`src/rtl/never8_pkg.sv`:
```
// Shared definitions for the Never8 controller: widths, opcodes, instruction
// field positions and the sequencer state encoding.
package never8_pkg;

    localparam int DATA_W = 8;
    localparam int ADDR_W = 8;
    localparam int SEL_W  = 5;

    localparam logic [2:0] OP_NOP  = 3'd0;
    localparam logic [2:0] OP_LDI  = 3'd1;
    localparam logic [2:0] OP_MOV  = 3'd2;
    localparam logic [2:0] OP_ADD  = 3'd3;
    localparam logic [2:0] OP_SUB  = 3'd4;
    localparam logic [2:0] OP_JMP  = 3'd5;
    localparam logic [2:0] OP_BRZ  = 3'd6;
    localparam logic [2:0] OP_HALT = 3'd7;

    // Bit positions inside the 16-bit instruction word {hi, lo}
    localparam int OP_MSB  = 15;
    localparam int OP_LSB  = 13;
    localparam int RD_MSB  = 12;
    localparam int RD_LSB  = 8;
    localparam int RS_MSB  = 4;
    localparam int RS_LSB  = 0;
    localparam int IMM_MSB = 7;
    localparam int IMM_LSB = 0;

    typedef enum logic [3:0] {
        ST_IDLE,
        ST_FETCH_HI,
        ST_FETCH_LO,
        ST_DECODE,
        ST_RD_A,
        ST_LAT_A,
        ST_RD_B,
        ST_LAT_B,
        ST_WRITE,
        ST_HALT
    } state_t;

endpackage

```
`src/rtl/alu8.sv`:
```
// Combinational 8-bit add/subtract unit; c is carry for add and borrow for sub.
module alu8
    import never8_pkg::*;
(
    input  logic [DATA_W-1:0] a,
    input  logic [DATA_W-1:0] b,
    input  logic              sub,
    output logic [DATA_W-1:0] y,
    output logic              c,
    output logic              z
);

    logic [DATA_W:0] w_sum;

    // The ninth bit of a zero-extended subtraction is set exactly when a < b.
    always_comb begin
        if (sub) begin
            w_sum = {1'b0, a} - {1'b0, b};
        end else begin
            w_sum = {1'b0, a} + {1'b0, b};
        end
    end

    assign y = w_sum[DATA_W-1:0];
    assign c = w_sum[DATA_W];
    assign z = (w_sum[DATA_W-1:0] == '0);

endmodule

```
`src/rtl/cpu_sequencer.sv`:
```
// Never8 fetch/decode/execute controller: two-byte fetch, regbank sequencing
// through a single select port, internal ALU, PC and Z/C flags.
module cpu_sequencer
    import never8_pkg::*;
(
    input  logic              clk,
    input  logic              rst,
    output logic [ADDR_W-1:0] mem_addr,
    output logic              mem_rd,
    input  logic [DATA_W-1:0] mem_data,
    input  logic              mem_ready,
    output logic [SEL_W-1:0]  rb_sel,
    output logic [DATA_W-1:0] rb_data_in,
    output logic              rb_write_reg,
    input  logic [DATA_W-1:0] rb_data_out,
    output logic [ADDR_W-1:0] pc,
    output logic              flag_z,
    output logic              flag_c,
    output logic              halted
);

    state_t            r_state;
    state_t            w_next;
    logic [ADDR_W-1:0] r_pc;
    logic [DATA_W-1:0] r_hi;
    logic [DATA_W-1:0] r_lo;
    logic [DATA_W-1:0] r_a;
    logic [DATA_W-1:0] r_b;
    logic              r_z;
    logic              r_c;

    logic [15:0]       w_ir;
    logic [2:0]        w_op;
    logic [SEL_W-1:0]  w_rd;
    logic [SEL_W-1:0]  w_rs;
    logic [DATA_W-1:0] w_imm;
    logic [DATA_W-1:0] w_alu_y;
    logic              w_alu_c;
    logic              w_alu_z;
    logic              w_is_arith;
    logic [DATA_W-1:0] w_result;

    assign w_ir       = {r_hi, r_lo};
    assign w_op       = w_ir[OP_MSB:OP_LSB];
    assign w_rd       = w_ir[RD_MSB:RD_LSB];
    assign w_rs       = w_ir[RS_MSB:RS_LSB];
    assign w_imm      = w_ir[IMM_MSB:IMM_LSB];
    assign w_is_arith = (w_op == OP_ADD) || (w_op == OP_SUB);

    alu8 u_alu (
        .a   (r_a),
        .b   (r_b),
        .sub (w_op == OP_SUB),
        .y   (w_alu_y),
        .c   (w_alu_c),
        .z   (w_alu_z)
    );

    always_comb begin
        case (w_op)
            OP_LDI:  w_result = w_imm;
            OP_MOV:  w_result = r_b;
            default: w_result = w_alu_y;
        endcase
    end

    always_ff @(posedge clk or posedge rst) begin
        if (rst) begin
            r_state <= ST_IDLE;
        end else begin
            r_state <= w_next;
        end
    end

    // Outputs decode straight from state so reset kills a pending write at once.
    always_comb begin
        w_next       = r_state;
        mem_rd       = 1'b0;
        rb_sel       = '0;
        rb_data_in   = '0;
        rb_write_reg = 1'b0;
        case (r_state)
            ST_IDLE: w_next = ST_FETCH_HI;
            ST_FETCH_HI: begin
                mem_rd = 1'b1;
                if (mem_ready) w_next = ST_FETCH_LO;
            end
            ST_FETCH_LO: begin
                mem_rd = 1'b1;
                if (mem_ready) w_next = ST_DECODE;
            end
            ST_DECODE: begin
                case (w_op)
                    OP_LDI:         w_next = ST_WRITE;
                    OP_MOV:         w_next = ST_RD_B;
                    OP_ADD, OP_SUB: w_next = ST_RD_A;
                    OP_HALT:        w_next = ST_HALT;
                    default:        w_next = ST_FETCH_HI;
                endcase
            end
            ST_RD_A: begin
                rb_sel = w_rd;
                w_next = ST_LAT_A;
            end
            ST_LAT_A: begin
                rb_sel = w_rd;
                w_next = ST_RD_B;
            end
            ST_RD_B: begin
                rb_sel = w_rs;
                w_next = ST_LAT_B;
            end
            ST_LAT_B: begin
                rb_sel = w_rs;
                w_next = ST_WRITE;
            end
            ST_WRITE: begin
                rb_sel       = w_rd;
                rb_data_in   = w_result;
                rb_write_reg = 1'b1;
                w_next       = ST_FETCH_HI;
            end
            ST_HALT: w_next = ST_HALT;
            default: w_next = ST_IDLE;
        endcase
    end

    always_ff @(posedge clk or posedge rst) begin
        if (rst) begin
            r_pc <= '0;
            r_hi <= '0;
            r_lo <= '0;
            r_a  <= '0;
            r_b  <= '0;
            r_z  <= 1'b0;
            r_c  <= 1'b0;
        end else begin
            case (r_state)
                ST_FETCH_HI: begin
                    if (mem_ready) begin
                        r_hi <= mem_data;
                        r_pc <= r_pc + 8'd1;
                    end
                end
                ST_FETCH_LO: begin
                    if (mem_ready) begin
                        r_lo <= mem_data;
                        r_pc <= r_pc + 8'd1;
                    end
                end
                ST_DECODE: begin
                    if ((w_op == OP_JMP) || ((w_op == OP_BRZ) && r_z)) begin
                        r_pc <= w_imm;
                    end
                end
                ST_LAT_A: r_a <= rb_data_out;
                ST_LAT_B: r_b <= rb_data_out;
                ST_WRITE: begin
                    r_z <= w_is_arith ? w_alu_z : (w_result == '0);
                    if (w_is_arith) r_c <= w_alu_c;
                end
                default: ;
            endcase
        end
    end

    assign mem_addr = r_pc;
    assign pc       = r_pc;
    assign flag_z   = r_z;
    assign flag_c   = r_c;
    assign halted   = (r_state == ST_HALT);

endmodule

```
`config.mk`:
```
export PLATFORM = sky130hd
export DESIGN_NAME = cpu_sequencer
export DESIGN_NICKNAME = d
export VERILOG_FILES = /design/src/rtl/never8_pkg.sv /design/src/rtl/alu8.sv /design/src/rtl/cpu_sequencer.sv
export SDC_FILE = /design/constraint.sdc
export NUM_CORES = 1
export LEC_CHECK = 0
export ABC_AREA = 1
export CORE_ASPECT_RATIO = 1.1
export CORE_MARGIN = 2
export CORE_UTILIZATION = 50
export CTS_CLUSTER_SIZE = 8
export DETAILED_ROUTE_END_ITERATION = 6
export GPL_ROUTABILITY_DRIVEN = 0
export HOLD_SLACK_MARGIN = 0.08
export PLACE_DENSITY = 0.73
export SYNTH_ARGS = -nofsm -noshare
export SYNTH_HDL_FRONTEND = slang
export SYNTH_HIERARCHICAL = 1
export SYNTH_SLANG_ARGS = --single-unit
```
`constraint.sdc`:
```
create_clock -name clk -period 6.2 [get_ports clk]
set_input_delay 0.62 -clock clk [delete_from_list [all_inputs] [get_ports clk]]
set_output_delay 0.62 -clock clk [all_outputs]
set_load 0.02 [all_outputs]
```
==> Word level (Yosys, flattened, before mapping) <==
Cells that the tools add are included.
{ "classes": {"add_sub_neg": 3, "eq_ne": 20, "mux": 14, "reduce_logical": 17} }
{ "op_table": {"columns": ["op", "count"], "rows": [
  ["4-bit one-hot mux with 9 select lines", 1],
  ["8-bit one-hot mux with 2 select lines", 2],
  ["8-bit 2-to-1 mux", 3],
  ["4-bit by 3-bit == test with 1-bit output (second input constant)", 4],
  ["8-bit logical NOT", 2],
  ["4-bit one-hot mux with 4 select lines", 1],
  ["3-bit == test (second input constant)", 4],
  ["5-bit one-hot mux with 2 select lines", 1],
  ["8-bit by 8-bit adder with 9-bit output", 1],
  ["9-bit 2-to-1 mux", 1],
  ["8-bit by 8-bit subtractor with 9-bit output", 1],
  ["8-bit by 1-bit adder with 8-bit output (second input constant)", 1],
  ["4-bit by 2-bit == test with 1-bit output (second input constant)", 2],
  ["4-bit == test (second input constant)", 2],
  ["4-bit 2-to-1 mux", 2],
  ["2-bit AND reduction", 4],
  ["2-bit OR reduction", 4],
  ["3-bit by 2-bit == test with 1-bit output (second input constant)", 2],
  ["2-bit inequality test (second input constant)", 3],
  ["4-bit by 1-bit == test with 1-bit output (second input constant)", 1],
  ["4-bit logical NOT", 1],
  ["3-bit by 1-bit == test with 1-bit output (second input constant)", 1],
  ["1-bit 2-to-1 mux", 3],
  ["3-bit AND reduction", 1],
  ["5 further kinds", 6]
]} }
{ "totals": {"reg_bits": 46, "inputBits": 19, "out_inout_bits": 34, "wordCells": 62} }

==> Longest topological paths before layout <==
{ "depth": {"depth_word": 5, "mapped_depth": 25, "ltp_nobuf": 25} }

==> Hierarchy <==
Netlist, hierarchy kept.
{ "by_module_without_submodules": {"columns": ["mod", "instances", "cells_each", "area_per_inst_um2", "seq_area_each_um2"], "rows": [
  ["cpu_sequencer", 1, 350, 2597.5, 1151.1],
  ["alu8", 1, 129, 669.4, 0.0]
]} }

==> Least setup slack after synthesis <==
OpenSTA, ideal clock, no wires.
{ "synth_path": {"kind": "reg2out", "start": "register r_b[0]", "end": "output port rb_data_in[7]", "t_arrival_ns": 2.441, "t_required_ns": 5.580, "path_slack_ns": 3.139, "stages_incl_launch_ff": 23, "n_path_buf": 0, "path_cell_list": "dfrtp_1 inv_1 ha_1 inv_1 nor2_1 inv_1 nor2_1 nand2_1 nand2_1 xor2_1 inv_1 ha_1 nand2_1 inv_1 a21oi_1 nand2_1 nand2_1 nand2_2 inv_1 inv_1 nor2_1 nor2_1 nor2_1"} }
{ "synth_via": {"elab_chain_cells": 4, "word_cells_on_any_way": 5, "classes_between": "2 x add/sub; 3 x mux"} }
{ "synth_lines": {"columns": ["item", "line", "source"], "rows": [
  ["start, declared", "cpu_sequencer.sv:28", "logic [DATA_W-1:0] r_b;"],
  ["start signal, assigned", "cpu_sequencer.sv:157", "ST_LAT_B: r_b <= rb_data_out;"],
  ["8-bit by 8-bit adder with 9-bit output / 8-bit by 8-bit subtractor with 9-bit output (equally long branches)", "alu8.sv:20, alu8.sv:18", null],
  ["9-bit 2-to-1 mux *", "alu8.sv:17", "if (sub) begin"],
  ["named net w_alu_y[7]", "cpu_sequencer.sv:37", "logic [DATA_W-1:0] w_alu_y;"],
  ["8-bit one-hot mux with 2 select lines *", "cpu_sequencer.sv:60", "case (w_op)"],
  ["8-bit 2-to-1 mux *", "cpu_sequencer.sv:82", "case (r_state)"],
  ["end, declared", "cpu_sequencer.sv:13", "output logic [DATA_W-1:0] rb_data_in,"]
]} }
Mark *: on every way through the listed nets, which the timed path passes. The rest lies on a longest branch.

==> Worst setup path in the final report <==
Same ends and word-level chain as after synthesis.

==> impl_metrics.yaml <==
die:
  boundaryPins: 53
  die_w_um: 81.07
  core_area_um2: 6231
  row_count: 30
  die_area_um2: 7197
  die_h_um: 88.78
  initial_core_util: 0.5243
job:
  maxCapViolations: 0
worst_setup_path:
  required_ps: 5580
  worst_r2r_endpoint: "flag_z"
  r2r_start: "r_b[0]"
  critPathCaptureType: "output port"
  worstSetupPathType: "reg2out"
  cp_max_fo: 5
  arrival_ps: 3450
  rrSetupSlack_ps: 3330
  startpoint: "r_b[0]"
  startpoint_type: "flop"
  r2r_cells: 25
layout:
  final_layout_size_suffix_gt1_frac: 0.07252
  design_area_um2: 3857
  insertedDiodeCount: 0
  final_cell_mix: "129 x nand2_1, 83 x inv_1, 52 x clkdlybuf4s50_1, 46 x dfrtp_1, 41 x nor2_1"
  fin_util: 0.6191
  area_growth_pct: 18.08
  layout_commonest_cell: "nand2_1"
  fin_nets: 553
route:
  wire_per_inst_um: 13.32
  vias: 3097
  wirelength_mm: 8.046
  drtPass1Iterations: 7
  drc_errors: 0
  vias_per_cell: 5.127
  ant_nets: 0
  drt_iter0_markers: 201
clock_tree:
  cts_buffers: 5
  clock_path_buffers: 2
  clkSinkCount: 46
  cts.clk_slew.worst_paths_ps: 90
  postCtsSetupBuffers: 0
  clock_latency_ps: 300
  cts_hold_buf: 0
  cts_max_level: 2
  ctsResizeCount: 0
  cts-root-buf: "clkbuf_8"
  tritoncts: "built"
synth:
  synth-edff-count: 0
  synth-main-ff-cell: "dfrtp_1"
  syn_inst: 479
  ys_types: 36
  synth_area_per_cell_um2: 6.820
  synth_seq_cells: 46
  synthesis.nets: 509
  async_flop_share: 1.000
  syn-cell-area_um2: 3267
  synth_warnings: 6
  synth-seq-area-share: 0.3524
sta:
  hold_violations: 0
  min_period_ps: 4073
  min_period_over_period: 0.6569
  max_freq_mhz: 245.5
  worstMarginPinSlew_ps: 953.8
  setup_viol: 0
  slew_headroom: 0.3632
  grt_setup_unrepaired: "no"
  skew_ps: 4.202
  drv_slew: 0
  setup_tns_ps: 0
global_routing:
  grt_max_degree: 47
  grt.total_usage: 0.2369
  grt_pass1_wl_mm: 13.10
  antenna_found_initial: 0
  grt_pass1_vias: 2858
  overflow: 0
hold_path:
  worstHoldPathType: "reg2reg"
  holdPathEnd: "r_hi[1]"
  hold-path-cell-count: 2
  worstHoldStart: "r_hi[1]"
placement:
  placed_cell_area_um2: 3771
  hpwl_mm: 6.174
  io_buffers: 52
run_status:
  status: "completed"
cells in the mapped netlist (all sizes together), types with 2 or more instances:
master    n  area (µm²)
dfrtp    46        1151
buf      15       116.4
nor2     45       197.7
clkinv    2       7.510
nand3    28       162.7
or2       4       27.53
a21oi    13       68.82
nand3b    4       30.03
nand4     7       43.79
inv      91       346.6
nor3      4       20.02
a31oi     3       18.77
o22ai     4       25.02
ha       10       125.1
xor2      6       52.55
nand2   141       564.3
o21ai    52       260.3
layout make-up:
class	instances	area (µm²)
Clock inverter	2	13.76
Clock buffer	6	72.57
Timing Repair Buffer	52	520.5
Sequential cell	46	1151
Tap cell	80	100.1
Fill cell	649	2374
Inverter	93	354.1
Multi-Input combinational cell	325	1645
per-layer routing:
metal / track usage / up-vias / part of all wire
li1: - / 1577 / -
met1: 0.3030 / 1411 / 0.46
met2: 0.4117 / 91 / 0.48
met3: 0.03571 / 18 / 0.037
met4: 0.07550 / 0 / 0.024
met5: 0 / - / 0
flip-flops by register name (all words and copies together), names as in the netlist:
name      flops
flag_z        1
flag_c        1
r_state       4
r_hi          8
r_a           8
r_lo          8
r_b           8
mem_addr      8
logic make-up after synthesis:
family	count (synthesis)	synth area share
compound gates	74	0.1203
xor+xnor	7	0.01877
fa+ha+maj	11	0.04443
buf+inv	108	0.1440
flops	46	0.3524
simple gates	233	0.3202
worst max-delay path by stage:
stage	slack, ps	cells after the start	to
floorplan	3140	22	rb_data_in[7]
global placement	2630	23	rb_data_in[7]
detailed placement	2510	23	rb_data_in[7]
CTS	2160	23	rb_data_in[7]
global route	1760	23	rb_data_in[7]
finish	2130	23	rb_data_in[7]
through the flow:
step | std cells | setup WS, ps | hold WS (ps)
after CTS | 604 | 2160 | 501.6
after detailed placement | 596 | 2514 | 478.8
after global routing | 604 | 1756 | 546.8
after floorplan | 479 | 3139 | 453.0
final | 604 | 2127 | 500.7
after global placement | 596 | 2626 | 473.2
worst max-delay path, cell delays in order, from the launching register on:
cell             delay, ps
dfrtp_1                420
inv_1                   90
ha_1                   160
inv_1                   60
nor2_1                 140
inv_1                  100
nor2_1                 130
nand2_1                 60
nand2_1                 70
xor2_1                 140
inv_1                   60
ha_1                   330
nand2_1                100
inv_1                   40
a21oi_1                170
nand2_1                 70
nand2_1                 70
nand2_2                 50
inv_1                   40
inv_1                   30
nor2_1                  90
nor2_1                  60
nor2_1                  80
clkdlybuf4s50_1        600
Power is not shown: default switching activity piles up to over one toggle a cycle in this logic, so the estimate is an artifact.
